## config.mk

```make
export PLATFORM = sky130hd
export DESIGN_NAME = target_readout_flat
export DESIGN_NICKNAME = d
export VERILOG_FILES = /design/src/rtl/target_readout_pkg.sv /design/src/rtl/target_readout_if.sv /design/src/rtl/target_readout_byte_mux.sv /design/src/rtl/target_readout.sv /design/src/flat_wrapper.sv
export SDC_FILE = /design/constraint.sdc
export NUM_CORES = 1
export LEC_CHECK = 0
export ABC_AREA = 1
export ABC_CLOCK_PERIOD_IN_PS = 2750
export BUFFER_PORTS_ARGS = -buffer_cell sky130_fd_sc_hd__buf_2
export CELL_PAD_IN_SITES_DETAIL_PLACEMENT = 1
export CELL_PAD_IN_SITES_GLOBAL_PLACEMENT = 1
export CORE_MARGIN = 2
export CORE_UTILIZATION = 40
export CTS_BUF_LIST = sky130_fd_sc_hd__clkbuf_4 sky130_fd_sc_hd__clkbuf_8
export DETAILED_ROUTE_END_ITERATION = 10
export GPL_ROUTABILITY_DRIVEN = 0
export PLACE_DENSITY_LB_ADDON = 0.15
export REMOVE_ABC_BUFFERS = 1
export SYNTH_ARGS = -nofsm -noshare
export SYNTH_HDL_FRONTEND = slang
export SYNTH_HIERARCHICAL = 1
export SYNTH_SLANG_ARGS = --single-unit
```

## constraint.sdc

```tcl
create_clock -name clk -period 2.75 [get_ports clk]
set_clock_uncertainty 0.2 [all_clocks]
set_input_delay 0.825 -clock clk [delete_from_list [all_inputs] [get_ports clk]]
set_output_delay 0.825 -clock clk [all_outputs]
set_load 0.01 [all_outputs]
```

## src/rtl/target_readout_pkg.sv

```systemverilog
// ---------------------------------------------------------------------------
// target_pkg
// Shared types and constants for the target counter readout block.
//   count_t          : one 16-bit arrival count
//   readout_state_e  : readout sequencer states
//   FRAME_HDR        : default frame header byte
//   frame_len()      : number of bytes in one readout frame for nch channels
// Optional feature macro: TARGET_READOUT_CHECKSUM_EN (adds one XOR byte to
// the end of every frame, so frame_len() grows by one).
// ---------------------------------------------------------------------------
package target_pkg;

  typedef logic [15:0] count_t;

  typedef enum logic [2:0] {
    IDLE,
    ARMED,
    COLLECT,
    SNAP,
    SEND,
    CLR
  } readout_state_e;

  localparam logic [7:0] FRAME_HDR = 8'hA5;

  // Header + mask + two bytes per channel (+ checksum when enabled).
  function automatic int frame_len(input int nch);
`ifdef TARGET_READOUT_CHECKSUM_EN
    return 3 + 2 * nch;
`else
    return 2 + 2 * nch;
`endif
  endfunction

endpackage

```

## src/rtl/target_readout_if.sv

```systemverilog
// ---------------------------------------------------------------------------
// target_readout_if
// Byte stream from the readout block toward the host UART/SPI bridge.
//   tx_data  : frame byte
//   tx_valid : tx_data is valid
//   tx_ready : sink accepts the byte when tx_valid & tx_ready
// master modport: the readout block (drives data/valid).
// slave modport : the host bridge (drives ready).
// ---------------------------------------------------------------------------
interface target_readout_if;

  logic [7:0] tx_data;
  logic       tx_valid;
  logic       tx_ready;

  modport master (
    output tx_data,
    output tx_valid,
    input  tx_ready
  );

  modport slave (
    input  tx_data,
    input  tx_valid,
    output tx_ready
  );

endinterface

```

## src/rtl/target_readout_byte_mux.sv

```systemverilog
// ---------------------------------------------------------------------------
// target_byte_mux
// Combinational selection of one frame byte from the frozen snapshot.
// Frame layout: HDR, mask, then per channel 0..NCH-1 the high byte followed
// by the low byte of its count. With TARGET_READOUT_CHECKSUM_EN defined a
// final byte holds the XOR of every preceding frame byte (HDR included).
// Ports:
//   shadow_i : snapshot of all counts, channel i at [i*16 +: 16]
//   mask_i   : snapshot channel mask
//   idx_i    : frame byte index to present
//   byte_o   : selected byte (0 for indices past the end of the frame)
// ---------------------------------------------------------------------------
module target_byte_mux
  import target_pkg::*;
#(
  parameter int         NCH = 8,
  parameter logic [7:0] HDR = FRAME_HDR
) (
  input  logic [NCH*16-1:0]                    shadow_i,
  input  logic [7:0]                           mask_i,
  input  logic [$clog2(frame_len(NCH)+1)-1:0]  idx_i,
  output logic [7:0]                           byte_o
);

  localparam int FLEN = frame_len(NCH);
  localparam int IW   = $clog2(FLEN + 1);

  logic [7:0] frame_bytes [FLEN];

  assign frame_bytes[0] = HDR;
  assign frame_bytes[1] = mask_i;

  genvar gi;
  generate
    for (gi = 0; gi < NCH; gi++) begin : g_ch
      count_t ch_word;
      assign ch_word                = shadow_i[gi*16 +: 16];
      assign frame_bytes[2 + 2*gi]  = ch_word[15:8];
      assign frame_bytes[3 + 2*gi]  = ch_word[7:0];
    end
  endgenerate

`ifdef TARGET_READOUT_CHECKSUM_EN
  // Folded straight from the sources rather than from frame_bytes so the
  // array has no combinational path back into itself.
  logic [7:0] cks;
  always_comb begin
    cks = HDR ^ mask_i;
    for (int c = 0; c < NCH; c++) begin
      cks = cks ^ shadow_i[c*16 + 8 +: 8] ^ shadow_i[c*16 +: 8];
    end
  end
  assign frame_bytes[FLEN-1] = cks;
`endif

  always_comb begin
    byte_o = 8'h00;
    for (int b = 0; b < FLEN; b++) begin
      if (idx_i == IW'(b)) begin
        byte_o = frame_bytes[b];
      end
    end
  end

endmodule

```

## src/rtl/target_readout.sv

```systemverilog
// ---------------------------------------------------------------------------
// target_readout
// Reader side of the per-sensor timing counters. After arm, waits for a shot
// (any run flag high), waits for all channels to stop (or a timeout), freezes
// every count into a shadow register, streams the frame over the tx byte
// interface and finally pulses clear toward the counter bank.
// Optional feature macro: TARGET_READOUT_CHECKSUM_EN (XOR byte at frame end,
// implemented entirely inside target_byte_mux).
// Ports:
//   clk       : system clock
//   ares      : synchronous active-high reset
//   arm       : one-cycle request to await the next shot (only seen in IDLE)
//   run       : per-channel run flags from the counters
//   count     : packed counts, channel i at [i*CW +: CW]
//   tx        : byte stream master (tx_data / tx_valid / tx_ready)
//   clear     : one-cycle pulse to the counters' clear input
//   busy      : high in every state except IDLE
//   timed_out : last snapshot was forced by TIMEOUT (held until next snapshot)
// ---------------------------------------------------------------------------
module target_readout
  import target_pkg::*;
#(
  parameter int         NCH     = 8,
  parameter int         CW      = 16,
  parameter int         TIMEOUT = 70000,
  parameter logic [7:0] HDR     = FRAME_HDR
) (
  input  logic              clk,
  input  logic              ares,
  input  logic              arm,
  input  logic [NCH-1:0]    run,
  input  logic [NCH*CW-1:0] count,
  target_readout_if.master  tx,
  output logic              clear,
  output logic              busy,
  output logic              timed_out
);

  localparam int FLEN = frame_len(NCH);
  localparam int IW   = $clog2(FLEN + 1);
  localparam int TW   = $clog2(TIMEOUT + 1);

  localparam logic [IW-1:0] LAST_IDX   = IW'(FLEN - 1);
  localparam logic [TW-1:0] TIMER_LAST = TW'(TIMEOUT - 1);

  readout_state_e      state_q;
  logic [TW-1:0]       timer_q;
  logic [IW-1:0]       idx_q;
  logic [NCH*CW-1:0]   shadow_q;
  logic [7:0]          mask_q;
  logic [7:0]          mask_d;
  logic [7:0]          tx_data_q;
  logic                tx_valid_q;
  logic                clear_q;
  logic                busy_q;
  logic                timed_out_q;

  logic                run_idle;
  logic                timer_hit;
  logic                tx_fire;
  logic [IW-1:0]       idx_inc;
  logic [7:0]          next_byte;

  assign run_idle  = (run == '0);
  assign timer_hit = (timer_q == TIMER_LAST);
  assign tx_fire   = tx_valid_q & tx.tx_ready;
  assign idx_inc   = idx_q + IW'(1);

  // A channel is reported only if it actually stopped and saw an arrival.
  // Mask bits above NCH are tied low.
  genvar gi;
  generate
    for (gi = 0; gi < 8; gi++) begin : g_mask
      if (gi < NCH) begin : g_used
        assign mask_d[gi] = ~run[gi] & (count[gi*CW +: CW] != '0);
      end else begin : g_unused
        assign mask_d[gi] = 1'b0;
      end
    end
  endgenerate

  // Looks one byte ahead so tx_data can be reloaded on the accepting edge.
  target_byte_mux #(
    .NCH (NCH),
    .HDR (HDR)
  ) u_byte_mux (
    .shadow_i (shadow_q),
    .mask_i   (mask_q),
    .idx_i    (idx_inc),
    .byte_o   (next_byte)
  );

  always_ff @(posedge clk) begin
    if (ares) begin
      state_q     <= IDLE;
      timer_q     <= '0;
      idx_q       <= '0;
      shadow_q    <= '0;
      mask_q      <= '0;
      tx_data_q   <= '0;
      tx_valid_q  <= 1'b0;
      clear_q     <= 1'b0;
      busy_q      <= 1'b0;
      timed_out_q <= 1'b0;
    end else begin
      clear_q <= 1'b0;
      case (state_q)
        IDLE: begin
          if (arm) begin
            state_q <= ARMED;
            busy_q  <= 1'b1;
          end
        end

        ARMED: begin
          timer_q <= '0;
          if (!run_idle) begin
            state_q <= COLLECT;
          end
        end

        COLLECT: begin
          timer_q <= timer_q + TW'(1);
          // All channels stopping takes priority over the timeout.
          if (run_idle) begin
            state_q     <= SNAP;
            timed_out_q <= 1'b0;
          end else if (timer_hit) begin
            state_q     <= SNAP;
            timed_out_q <= 1'b1;
          end
        end

        SNAP: begin
          shadow_q   <= count;
          mask_q     <= mask_d;
          idx_q      <= '0;
          tx_data_q  <= HDR;
          tx_valid_q <= 1'b1;
          state_q    <= SEND;
        end

        SEND: begin
          if (tx_fire) begin
            if (idx_q == LAST_IDX) begin
              idx_q      <= '0;
              tx_valid_q <= 1'b0;
              tx_data_q  <= 8'h00;
              clear_q    <= 1'b1;
              state_q    <= CLR;
            end else begin
              idx_q     <= idx_inc;
              tx_data_q <= next_byte;
            end
          end
        end

        CLR: begin
          timer_q <= '0;
          busy_q  <= 1'b0;
          state_q <= IDLE;
        end

        default: begin
          state_q    <= IDLE;
          tx_valid_q <= 1'b0;
          busy_q     <= 1'b0;
        end
      endcase
    end
  end

  assign tx.tx_data  = tx_data_q;
  assign tx.tx_valid = tx_valid_q;
  assign clear       = clear_q;
  assign busy        = busy_q;
  assign timed_out   = timed_out_q;

endmodule

```

## src/flat_wrapper.sv

```systemverilog
// flat-port wrapper written by rule: the top's interface ports become plain ports
module target_readout_flat import target_pkg::*;
#(
  parameter int         NCH     = 8,
  parameter int         CW      = 16,
  parameter int         TIMEOUT = 70000,
  parameter logic [7:0] HDR     = FRAME_HDR
)
  (clk, ares, arm, run, count, clear, busy, timed_out, tx_tx_data, tx_tx_valid, tx_tx_ready);
  target_readout_if tx_i ();
  input  logic clk;
  input  logic ares;
  input  logic arm;
  input  logic [NCH-1:0] run;
  input  logic [NCH*CW-1:0] count;
  output logic clear;
  output logic busy;
  output logic timed_out;
  output wire logic [$bits(tx_i.tx_data)-1:0] tx_tx_data;
  output wire logic [$bits(tx_i.tx_valid)-1:0] tx_tx_valid;
  input wire logic [$bits(tx_i.tx_ready)-1:0] tx_tx_ready;
  assign tx_tx_data = tx_i.tx_data;
  assign tx_tx_valid = tx_i.tx_valid;
  assign tx_i.tx_ready = tx_tx_ready;
  target_readout #(.NCH(NCH), .CW(CW), .TIMEOUT(TIMEOUT), .HDR(HDR)) u_core (.clk(clk), .ares(ares), .arm(arm), .run(run), .count(count), .tx(tx_i), .clear(clear), .busy(busy), .timed_out(timed_out));
endmodule
```

[Yosys cells after proc, flatten, opt, wreduce, memory -nomap -nowiden]
Index checks and enable logic that the tools add are counted.
Storage, ports and cells
  output and inout port bits: 12
  input bits: 140
  word-level logic and storage cells: 125
  flip-flop bits (word level): 173
Operators by class
  add/sub/neg operators: 2
  muxes and demuxes: 40
  bitwise gates (word level): 21
  reduce and logical (&&, ||, !) cells: 23
  eq/ne operators: 29
Operators with widths (number)
  $mux 8: 20
  $reduce_bool 16->1: 8
  $eq 5x4->1 const B: 8
  $pmux 17 s2: 1
  $eq 5x3->1 const B: 4
  $mux 3: 6
  $add 17x1->17 const B: 1
  $eq 17x17->1 const B: 1
  $pmux 8 s2: 1
  $eq 5x5->1 const B: 3
  $pmux 3 s5: 1
  $not 1->1: 12
  $eq 5x2->1 const B: 2
  $mux 5: 2
  $pmux 5 s2: 1
  $and 1x1->1: 9
  $logic_not 8->1: 1
  $reduce_or 4->1: 2
  $eq 3x2->1 const B: 2
  $eq 3x3->1 const B: 2
  $mux 1: 6
  $reduce_and 2->1: 3
  $reduce_bool 2->1: 3
  $add 5x1->5 const B: 1
  other kinds (13): 15

[Logic depth before layout (Yosys ltp)]
Gate-level depths: netlist of the first run.
  word-level depth: 23
  depth in mapped cells: 21
  mapped depth without buffers: 21

[By module]
Netlist of the first run, hierarchy kept.
Modules (own cells, without submodules)
  target_readout: cells an instance 936, seq. area each 3463.3 um2, area each 6894.1 um2, instances 1
  target_byte_mux: cells an instance 296, seq. area each 0.0 um2, area each 1295.0 um2, instances 1

[Worst setup path before layout of the first run]
Ideal clock, no wire load.
  path kind: register to register
  start point: register u_core.idx_q[0]
  end point: register u_core.tx_data_q[3] (netlist: u_core/tx.tx_data[3])
  arrival: 2065 ps
  period minus slack after synthesis: 2397 ps
  cell stages (with the launch flop): 19
  setup time: 132 ps
  path slack: 353 ps
  cell sequence: dfxtp_1 -> ha_1 -> nand3_1 -> xor2_1 -> inv_2 -> nand2_1 -> nor2_2 -> inv_1 -> nor2_1 -> nor2_1 -> nand4_1 -> nor2_1 -> nand3_1 -> nand2_1 -> nand3_1 -> nand2_1 -> nand4_1 -> nand3_1 -> a21oi_1
Between the ends
  cells in the longest elaborated chain, start to end: 22
  elaborated cells on any way between the ends: 39
  classes of those cells: add/sub (1); eq/ne (18); mux (20)
RTL lines
  start, declared: line target_readout.sv:48  | logic [IW-1:0] idx_q;
  start signal, assigned: line target_readout.sv:152  | idx_q <= idx_inc;
  $add 5x1->5 (*): line target_readout.sv:67  | assign idx_inc = idx_q + IW'(1);
  via u_core.idx_inc[4]: line target_readout.sv:61  | logic [IW-1:0] idx_inc;
  $eq 5x1->1: line target_readout_byte_mux.sv:59  | if (idx_i == IW'(b)) begin
  $mux 8 (16 in series): line target_readout_byte_mux.sv:59
  $mux 8 (*): line target_readout_byte_mux.sv:59
  via u_core.next_byte[3]: line target_readout.sv:62  | logic [7:0] next_byte;
  $mux 8 (*): line target_readout.sv:145  | if (idx_q == LAST_IDX) begin
  $mux 8 (*): line target_readout.sv:144  | if (tx_fire) begin
  $pmux 8 s2 (*): line target_readout.sv:107  | case (state_q)
  end signal, assigned: line target_readout.sv:153  | tx_data_q <= next_byte;
  end, declared: line target_readout.sv:52  | logic [7:0] tx_data_q;
The timed path passes the listed nets; every way through them passes the cells marked *. The select of a mux whose other input is x is not followed.
A chain may end at the register's enable or synchronous reset.

[Final worst setup path of the first run]
  start point: register u_core.idx_q[1]
  end point: register u_core.tx_data_q[0] (netlist: u_core/tx.tx_data[0])
Between the ends
  cells in the longest elaborated chain, start to end: 23
  elaborated cells on any way between the ends: 41
  classes of those cells: add/sub (1); eq/ne (18); mux (21); reduce/logical (1)
RTL lines (line)
  $add 5x1->5 (*): target_readout.sv:67
  via u_core.idx_inc[4]: target_readout.sv:61
  $logic_not 5->1: target_readout_byte_mux.sv:59
  $mux 8 (17 in series): target_readout_byte_mux.sv:59
  $mux 8 (*): target_readout_byte_mux.sv:59
  via u_core.next_byte[0]: target_readout.sv:62
  $mux 8 (*): target_readout.sv:145
  $mux 8 (*): target_readout.sv:144
  $pmux 8 s2 (*): target_readout.sv:107
Marked as above.

==> metrics.cfg, run 1 <==
[cells_and_area]
mostFrequentLayoutCell=nor2_1
nets=1543
layout-drive-gt1-share_pct=21.46
final_area_mm2=0.01005
syn_to_final_growth_pct=22.77
multiInputGateArea_mm2=0.004207
seq_area_mm2=0.003472
fill_cells=2695
most-common-layout-cells=nor2_1 (252), nand2_1 (211), dfxtp_1 (170), buf_2 (151), o21ai_0 (132)
diodes=0

[critical_path]
cp-startpoint=u_core/idx_q[1]
reg2reg_slack_ns=-0.09
endpoint_kind=register
r2r_start=u_core/idx_q[1]
critical_path_peak_fanout=3
cp-start-kind=register
cp.required_ns=2.91
critPathKind=register to register
cp.arrival_ns=3.00

[power]
ir_drop_v=0.0002869
power_density_mw_per_mm2=671.1
combinationalPowerShare_pct=24.7
p_int_mw=4.298
p_switching_mw=2.449
clock_power_share_pct=25.9
p_seq_share_pct=49.4
p_sw_share_pct=36.30
p_leak_nw=4.549

[floorplanning]
die_area_mm2=0.02163
io_pins=152
dieHeight_um=147.1
initial_core_util_pct=40.60
rows=52
core_mm2=0.02017
die_x_um=147.1

[run_status]
violations=negative setup slack
status=finished with violations

[timing]
finalHoldViolCount=0
fin_crit_ns=2.841
fmax_mhz=352.0
setup_viol=4
layout_setup_ws_ns=-0.09089
slew_viol_final=0
min_period_over_period_pct=103.3
rsz0062_at_grt=yes
whs_ns=0.2682
worst_pin_slew_ns=0.8671
slew_headroom_pct=42.19

[logic_synthesis]
synth_flop_cell=dfxtp_1
synth_cell_types=34
synth-xor-area-share_pct=0.4278
synth_area_mm2=0.008189
muxShareOfSynthArea_pct=0
syn_inst=1232
synth-edff-count=0
seq_area_frac_synth_pct=42.29
synth_top_family_by_area=simple AND/OR/NAND/NOR gates
ys_async_sr_fraction_pct=0
synth_top_area_cell=dfxtp_1
synth_fa_ha_area_share_pct=0.4584
synth.avg_cell_area_um2=6.647
yosysWarnings=6
ys_top_cells_by_area=dfxtp_1 (42%), nor2_1 (12%), nand2_1 (10%), o21ai_0 (8.1%), inv_1 (5.5%)
synth_simple_gate_area_share_pct=32.73
synth_compound_area_share_pct=15.36
yosysTopAreaCellShare_pct=42.29
ys_ff_latch=173

[global_routing]
grt.total_usage_pct=24.61
grt_max_degree=106
overflow=0
grt_pass1_wl_um=42780
first_global_vias=8501
antenna_found_initial=0

[route]
firstDrtPassIters=5
routed_wl_um=27170
wl_per_cell_um=16.16
final_antenna_net_count=0
drtIter0Drc=339
vias=8565
via_per_inst=5.092
drc=0

[clock_network]
tritoncts=yes
clk_path_buf_depth=2
clk_pin_slew_ns=0.09
cts_buffers=17
clockRootBuffer=clkbuf_8
htreeDepth=4
cts_sinks=173
hold_buffers=0
clkLatencyLatePin_ns=0.47

[run]
maxCapViolCount=0

[placed_design]
place_area_mm2=0.009301
port_buffers=151
place_hpwl_um=19680
place_ws_ns=-0.2091

[min_path]
hold_class=register to register
hold_path.startpoint=u_core/timed_out

-- final cells by class --
cell class,count,share of cell area [%]
timing repair buffer,201,11.65
multi-input combinational,878,41.84
clock buffer,18,2.402
clock inverter,13,1.319
sequential,173,34.54
inverter,129,4.891
tap,270,3.360
-- critical path, stage by stage, from the launching register on --
cell     delay [ns]
dfxtp_4        0.37
ha_4           0.17
nand3_4        0.10
xor2_4         0.21
buf_6          0.13
inv_2          0.05
buf_4          0.15
nand4_1        0.09
nand2_1        0.06
nand2_1        0.08
nand4_1        0.12
nor2_2         0.14
nand4_1        0.14
nor2_1         0.15
nand4_1        0.18
nor2_2         0.15
nand4_1        0.09
nand2_1        0.08
a21oi_1        0.07
-- power by group through the flow --
| stage | Combinational [mW] | Sequential [mW] | Clock (mW) |
|---|---|---|---|
| 6_report | 1.67 | 3.33 | 1.74 |
| 2_1_floorplan | 1.00 | 3.23 | 0 |
| 5_1_grt | 1.89 | 3.39 | 1.89 |
| 4_1_cts | 1.60 | 3.33 | 1.80 |
| 3_3_place_gp | 1.52 | 3.37 | 0 |
| 3_5_place_dp | 1.57 | 3.37 | 0 |
-- repair_timing --
item	4_1_cts	5_1_grt
buffers inserted	8	12
pin swaps	17	34
endpoints found under the hold margin	0	0
setup endpoints to repair	4	8
resized for setup	18	42
-- cells by family (layout without fill, tap and decap cells) --
group,count (synthesis),after routing
buf+inv,181,361
xor+xnor,4,4
compound gates,247,247
flops,173,173
simple gates,624,624
fa+ha+maj,3,3
-- final timing paths --
check	endpoint	depth (start not counted)
setup reg to reg	u_core/tx.tx_data[0]	18
hold reg to reg	u_core/timed_out	1
setup / recovery	u_core/tx.tx_data[0]	18
hold / removal	u_core/timed_out	1
-- synthesized netlist by cell type (all sizes together), types with 3 or more instances --
cell and count:
clkbuf 29, or2 10, dfxtp 173, nand3b 3
ha 3, nand4 40, a211oi 4, buf 23
nor4 18, nor2 273, nand3 46, o21ai 150
inv 129, a21oi 89, nor3 10, nand2 222
-- flip-flops by register name (all words and copies together) (netlist names) --
name and flops:
u_core/state_q 3, u_core/shadow_q 128, u_core/tx.tx_data 8, u_core/tx.tx_valid 1
u_core/clear 1, u_core/busy 1, u_core/idx_q 5, u_core/timer_q 17
u_core/mask_q 8, u_core/timed_out 1
-- metrics by stage --
step	TNS, ns	total power [mW]	utilization (%)	cells
finish	-0.1765	6.747	49.84	1682
global route	-0.9859	7.164	49.84	1682
CTS	-0.07507	6.726	48.65	1670
detailed placement	-0.4879	4.935	46.12	1631
global placement	-0.2072	4.893	46.12	1631
floorplan	-294.61	4.229	-	1180
-- metal layers --
| layer | global-route usage [%] | wire (um) |
|---|---|---|
| met5 | 0 | 0 |
| met4 | 7.837 | 479 |
| met3 | 3.975 | 1067 |
| met2 | 40.51 | 12900 |
| met1 | 33.18 | 12730 |
Note: power is estimated with default switching activity, not from simulation.
==> run 2, diff against run 1 <==
- ABC_CLOCK_PERIOD_IN_PS: 2750 -> 2500
- CORE_UTILIZATION: 40 -> 37
- clock period: 2.75 -> 2.5 ns (I/O delays scaled with it)
==> run 2 against run 1 <==
Effect of this change: core utilization shrank 3.4 points; register-to-register slack lost 0.18 ns; the flow still finishes with violations (negative setup slack); hold slack gained 0.0038 ns; sequential share of layout area shrank 0.21 points.
==> metrics.cfg, run 2 (synthesis gave the netlist of run 1 again) <==
[run_status]
status=finished with violations
violations=negative setup slack

[critical_path]
cp.arrival_ns=2.93  ; -0.07 ns
reg2reg_slack_ns=-0.27  ; -0.18 ns
endpoint_kind=register
cp-start-kind=register
r2r_start=u_core/idx_q[0]
critical_path_peak_fanout=4  ; +1
critPathKind=register to register
r2r_end=u_core/tx.tx_data[5]
reg2reg_depth=21  ; +3
cp.required_ns=2.66  ; -0.25 ns

[run]
maxCapViolCount=0  ; unchanged

[global_routing]
grt.total_usage_pct=23.56  ; -1.0 points
use_met2_pct=39.50  ; -1.0 points
first_global_vias=8754  ; +3.0%
use_met1_pct=32.08  ; -1.1 points
grt_max_degree=121  ; +14%
grt_pass1_wl_um=44790  ; +4.7%
met3_usage_pct=3.299  ; -0.68 points
antenna_found_initial=0  ; unchanged
overflow=0  ; unchanged
busiest_layer=met2

[power]
p_switching_mw=2.758  ; +13%
p_leak_nw=4.581  ; +0.70%
power_density_mw_per_mm2=755.2  ; +13%
clock_power_share_pct=28.0  ; +2.1 points
p_seq_share_pct=47.9  ; -1.5 points
ir_drop_v=0.0003178  ; +11%
p_sw_share_pct=36.10  ; -0.20 points
combinationalPowerShare_pct=24.1  ; -0.6 points
p_int_mw=4.882  ; +14%

[route]
final_antenna_net_count=0  ; unchanged
routed_wl_um=27780  ; +2.2%
firstDrtPassIters=5  ; unchanged
drc=0  ; unchanged
wl_per_cell_um=16.35  ; +1.2%
via_per_inst=5.048  ; -0.87%
drtIter0Drc=402  ; +19%
vias=8576  ; +0.13%

[placed_design]
place_area_mm2=0.009419  ; +1.3%
place_hpwl_um=20380  ; +3.6%
port_buffers=151  ; unchanged

[timing]
finalHoldViolCount=0  ; unchanged
rsz0062_at_grt=yes
fin_crit_ns=2.768  ; -0.07263 ns
min_period_over_period_pct=110.7  ; +7.4 points
setup_viol=8  ; +4
fmax_mhz=361.2  ; +2.6%
slew_headroom_pct=65.31  ; +23 points
worst_pin_slew_ns=0.5204  ; -0.3467 ns
slew_viol_final=0  ; unchanged
layout_setup_ws_ns=-0.2683  ; -0.1774 ns

[clock_network]
clockRootBuffer=clkbuf_8
cts_sinks=173  ; unchanged
clk_pin_slew_ns=0.10  ; about the same
clk_path_buf_depth=2  ; unchanged
clkLatencyLatePin_ns=0.48  ; about the same
tritoncts=yes
cts_buffers=17  ; unchanged
htreeDepth=4  ; unchanged

[cells_and_area]
most-common-layout-cells=nor2_1 (254), nand2_1 (211), dfxtp_1 (170), buf_2 (151), o21ai_0 (132)
largest_register_ffs=128  ; unchanged
layout-drive-gt1-share_pct=21.35  ; -0.11 points
mostFrequentLayoutCell=nor2_1
diodes=0  ; unchanged
postLayoutCoreUtil_pct=46.49  ; -3.4 points
regMostFlops=u_core/shadow_q
final_area_mm2=0.01011  ; +0.61%
syn_to_final_growth_pct=23.51
top_regs=u_core/shadow_q x128, u_core/timer_q x17
nets=1549  ; +0.39%

[floorplanning]
core_mm2=0.02176  ; +7.9%
io_pins=152  ; unchanged
rows=54  ; +3.8%
die_x_um=152.8  ; +3.9%
initial_core_util_pct=37.64  ; -3.0 points
die_area_mm2=0.02334  ; +7.9%
dieHeight_um=152.8  ; +3.9%

[min_path]
hold_depth=1  ; unchanged
min_to=u_core/timed_out
hold_path.startpoint=u_core/timed_out
hold_class=register to register

==> run 2: cell types whose count changed in the layout (fill, tap and decap cells not counted), moves of 2 or more <==
cell and change:
inv_4 -2, nor2_1 +2, buf_4 +9, a21oi_1 +2, a21oi_2 -2, inv_8 +2
nor2_4 +2, clkinvlp_4 -3, buf_6 -3, nand3_4 -2, clkinv_4 -3, inv_6 +3
nor2_2 -4
==> run 2: power by group through the flow <==
stage               logic [mW]  registers, mW  clock network, mW
global placement          1.72           3.71                  0
finish                    1.84           3.66               2.14
floorplan                 1.10           3.55                  0
detailed placement        1.77           3.70                  0
global route              2.09           3.71               2.29
CTS                       1.82           3.66               2.18
==> run 2: final cells by class <==
class / count / area (um2)
multi-input cells: 878 / 4183
inverters: 129 / 486.7
clock buffers: 19 / 255.2
clock inverters: 13 / 162.7
well taps: 280 / 350.3
repair buffers: 207 / 1205
flip-flops and latches: 173 / 3472
fillers: 2926 / 11640
==> run 2: what timing repair did <==
item / CTS / global route
endpoints found under the setup margin: 8 / 8
resized for setup: 28 / 19
endpoints found under the hold margin: 0 / 0
pin swaps: 27 / 20
hold buffers: 0 / 0
buffers inserted: 9 / 4
==> run 2: worst max path at each step <==
stage                       from                    to  slack, ns  cells past startpoint
2_1_floorplan  u_core/state_q[1]           u_core/busy      -2.72                      6
3_3_place_gp     u_core/idx_q[0]  u_core/tx.tx_data[0]      -0.35                     17
3_5_place_dp     u_core/idx_q[0]  u_core/tx.tx_data[0]      -0.46                     17
4_1_cts          u_core/idx_q[0]  u_core/tx.tx_data[0]      -0.26                     17
5_1_grt          u_core/idx_q[0]  u_core/tx.tx_data[7]      -0.39                     18
6_report         u_core/idx_q[0]  u_core/tx.tx_data[5]      -0.27                     21
==> run 2: critical path: stages, from the launching register on <==
cell	delay [ns]
dfxtp_4	0.39
ha_4	0.18
xor2_1	0.15
buf_4	0.16
nor2_4	0.14
inv_4	0.07
nor2_4	0.14
buf_4	0.13
buf_6	0.08
nand2_1	0.04
nand2_1	0.06
nand4_1	0.10
nand2_2	0.11
nand3_2	0.09
nand2_2	0.08
nand3_2	0.07
nand2_2	0.09
nand4_1	0.08
nand2_1	0.08
nand2_1	0.06
nand2_1	0.07
a21oi_1	0.07
==> run 2: metrics by stage <==
stage / cells / power, mW / setup slack, ns / TNS, ns / hold WS [ns]
after floorplan: 1180 / 4.652 / -2.724 / -334.71 / 0.2475
after global placement: 1655 / 5.424 / -0.3534 / -1.481 / 0.2508
after detailed placement: 1655 / 5.469 / -0.4645 / -1.971 / 0.2517
after CTS: 1695 / 7.657 / -0.2622 / -1.312 / 0.2756
after global routing: 1699 / 8.095 / -0.3890 / -2.558 / 0.2911
final: 1699 / 7.639 / -0.2683 / -1.525 / 0.2721
==> run 2: routing by layer <==
metal / wire [um] / vias to the layer above
met5: 0 / -
met4: 344 / 0
met3: 957 / 28
met2: 13120 / 155
met1: 13360 / 4058
li1: - / 4335
==> run 3, diff against run 2 <==
- SETUP_SLACK_MARGIN: unset -> 0.5
==> run 3 against run 2 <==
Effect of this change: the flow still finishes with violations (negative setup slack); cell area up 0.68%; register-to-register slack worse by 0.06 ns; die area stayed put; hold slack improved by 0.0017 ns; non-clock buffer count rose by 3; via count down 0.33%; sequential power hardly changed; sequential cell count unchanged.
==> metrics.cfg, run 3 (synthesis gave the netlist of run 1 again) <==
[clock_network]
htreeDepth=4  ; unchanged
cts_buffers=17  ; unchanged
clk_pin_slew_ns=0.10  ; about the same
clk_path_buf_depth=2  ; unchanged
clkLatencyLatePin_ns=0.48  ; about the same
cts_sinks=173  ; unchanged
hold_buffers=0  ; unchanged
tritoncts=yes
clockRootBuffer=clkbuf_8

[placed_design]
place_ws_ns=-0.4645  ; unchanged
place_hpwl_um=20380  ; unchanged
port_buffers=151  ; unchanged

[route]
final_antenna_net_count=0  ; unchanged
via_per_inst=5.022  ; -0.50%
drtIter0Drc=428  ; +6.5%
drc=0  ; unchanged
routed_wl_um=27700  ; -0.28%
firstDrtPassIters=5  ; unchanged
vias=8548  ; -0.33%
wl_per_cell_um=16.28  ; -0.45%

[floorplanning]
die_x_um=152.8  ; unchanged
io_pins=152  ; unchanged
die_area_mm2=0.02334  ; unchanged
initial_core_util_pct=37.64  ; unchanged
rows=54  ; unchanged
core_mm2=0.02176  ; unchanged
dieHeight_um=152.8  ; unchanged

[timing]
slew_headroom_pct=65.08  ; -0.23 points
finalHoldViolCount=0  ; unchanged
min_period_over_period_pct=113.1  ; +2.3 points
fin_crit_ns=2.826  ; +0.05822 ns
rsz0062_at_grt=yes
worst_pin_slew_ns=0.5238  ; +0.003428 ns
slew_viol_final=0  ; unchanged
layout_setup_ws_ns=-0.3265  ; -0.05822 ns
fmax_mhz=353.8  ; -2.1%
setup-tns-final_ns=-1.847  ; -0.3217 ns
setup_viol=8  ; unchanged

[cells_and_area]
syn_to_final_growth_pct=24.35
largest_register_ffs=128  ; unchanged
most-common-layout-cells=nor2_1 (254), nand2_1 (207), dfxtp_1 (170), buf_2 (151), o21ai_0 (132)
nets=1552  ; +0.19%
layout-drive-gt1-share_pct=22.15  ; +0.80 points
mostFrequentLayoutCell=nor2_1
regMostFlops=u_core/shadow_q
diodes=0  ; unchanged
top_regs=u_core/shadow_q x128, u_core/timer_q x17
postLayoutCoreUtil_pct=46.81  ; +0.32 points

[critical_path]
critical_path_peak_fanout=4  ; unchanged
cp.arrival_ns=2.98  ; +0.05 ns
cp-start-kind=register
cp.required_ns=2.66  ; about the same
endpoint_kind=register
critPathKind=register to register

[run]
maxCapViolCount=0  ; unchanged

[run_status]
status=finished with violations
violations=negative setup slack

[min_path]
hold_class=register to register

[global_routing]
grt.total_usage_pct=23.54  ; -0.024 points
overflow=0  ; unchanged
first_global_vias=8754  ; unchanged
antenna_found_initial=0  ; unchanged
grt_pass1_wl_um=44750  ; about the same
grt_max_degree=121  ; unchanged

[power]
ir_drop_v=0.0002878  ; -9.4%
p_leak_nw=4.600  ; +0.42%
power_density_mw_per_mm2=754.0  ; -0.16%

run 3: worst paths after layout:
check	from	to	slack [ns]	cells past startpoint
max reg2reg	u_core/idx_q[0]	u_core/tx.tx_data[5]	-0.33	22
min reg2reg	u_core/timed_out	u_core/timed_out	0.27	1
min	u_core/timed_out	u_core/timed_out	0.27	1
max	u_core/idx_q[0]	u_core/tx.tx_data[5]	-0.33	22
run 3: final cells by class:
cell class	count	area (um2)
Clock buffer	19	255.2
Clock inverter	13	162.7
Fill cell	2923	11570
Inverter	129	490.5
Multi-Input combinational cell	878	4193
Sequential cell	173	3472
Tap cell	280	350.3
Timing Repair Buffer	210	1260
run 3: repair_timing:
action / 4_1_cts / 5_1_grt
buffers inserted: 9 / 6
pin swaps: 23 / 26
endpoints found under the setup margin: 8 / 28
resized for setup: 29 / 26
run 3: layer usage:
layer,GRT usage (%),wire length (um)
met1,32.06,13390
met2,39.44,13110
met3,3.299,857
met4,5.864,343
met5,0,0
run 3: worst max-delay path, stage by stage (launching register included):
cell	delay (ns)
dfxtp_4	0.38
ha_4	0.18
xor2_1	0.14
buf_4	0.15
nor2_4	0.14
inv_4	0.07
nor2_4	0.13
buf_4	0.14
buf_4	0.10
buf_6	0.08
nand2_1	0.04
nand2_1	0.06
nand4_1	0.11
nand2_2	0.11
nand3_2	0.08
nand2_2	0.08
nand3_2	0.07
nand2_2	0.09
nand4_1	0.09
nand2_1	0.08
nand2_1	0.05
nand2_1	0.07
a21oi_1	0.06
run 3: report_power, final:
part / leakage, nW / total [mW] / internal (mW) / switching [mW]
logic: 2.98 / 1.87 / 0.647 / 1.22
registers: 1.41 / 3.67 / 3.29 / 0.373
clock network: 0.212 / 2.14 / 0.969 / 1.17
run 3: per-stage QoR:
step / cell area [um2] / cells / hold slack (ns) / power (mW)
after floorplan: 7958 / 1180 / 0.2475 / 4.652
after global placement: 9419 / 1655 / 0.2508 / 5.424
after detailed placement: 9419 / 1655 / 0.2517 / 5.469
after CTS: 10010 / 1696 / 0.2756 / 7.656
after global routing: 10180 / 1702 / 0.2911 / 8.141
final: 10180 / 1702 / 0.2737 / 7.679
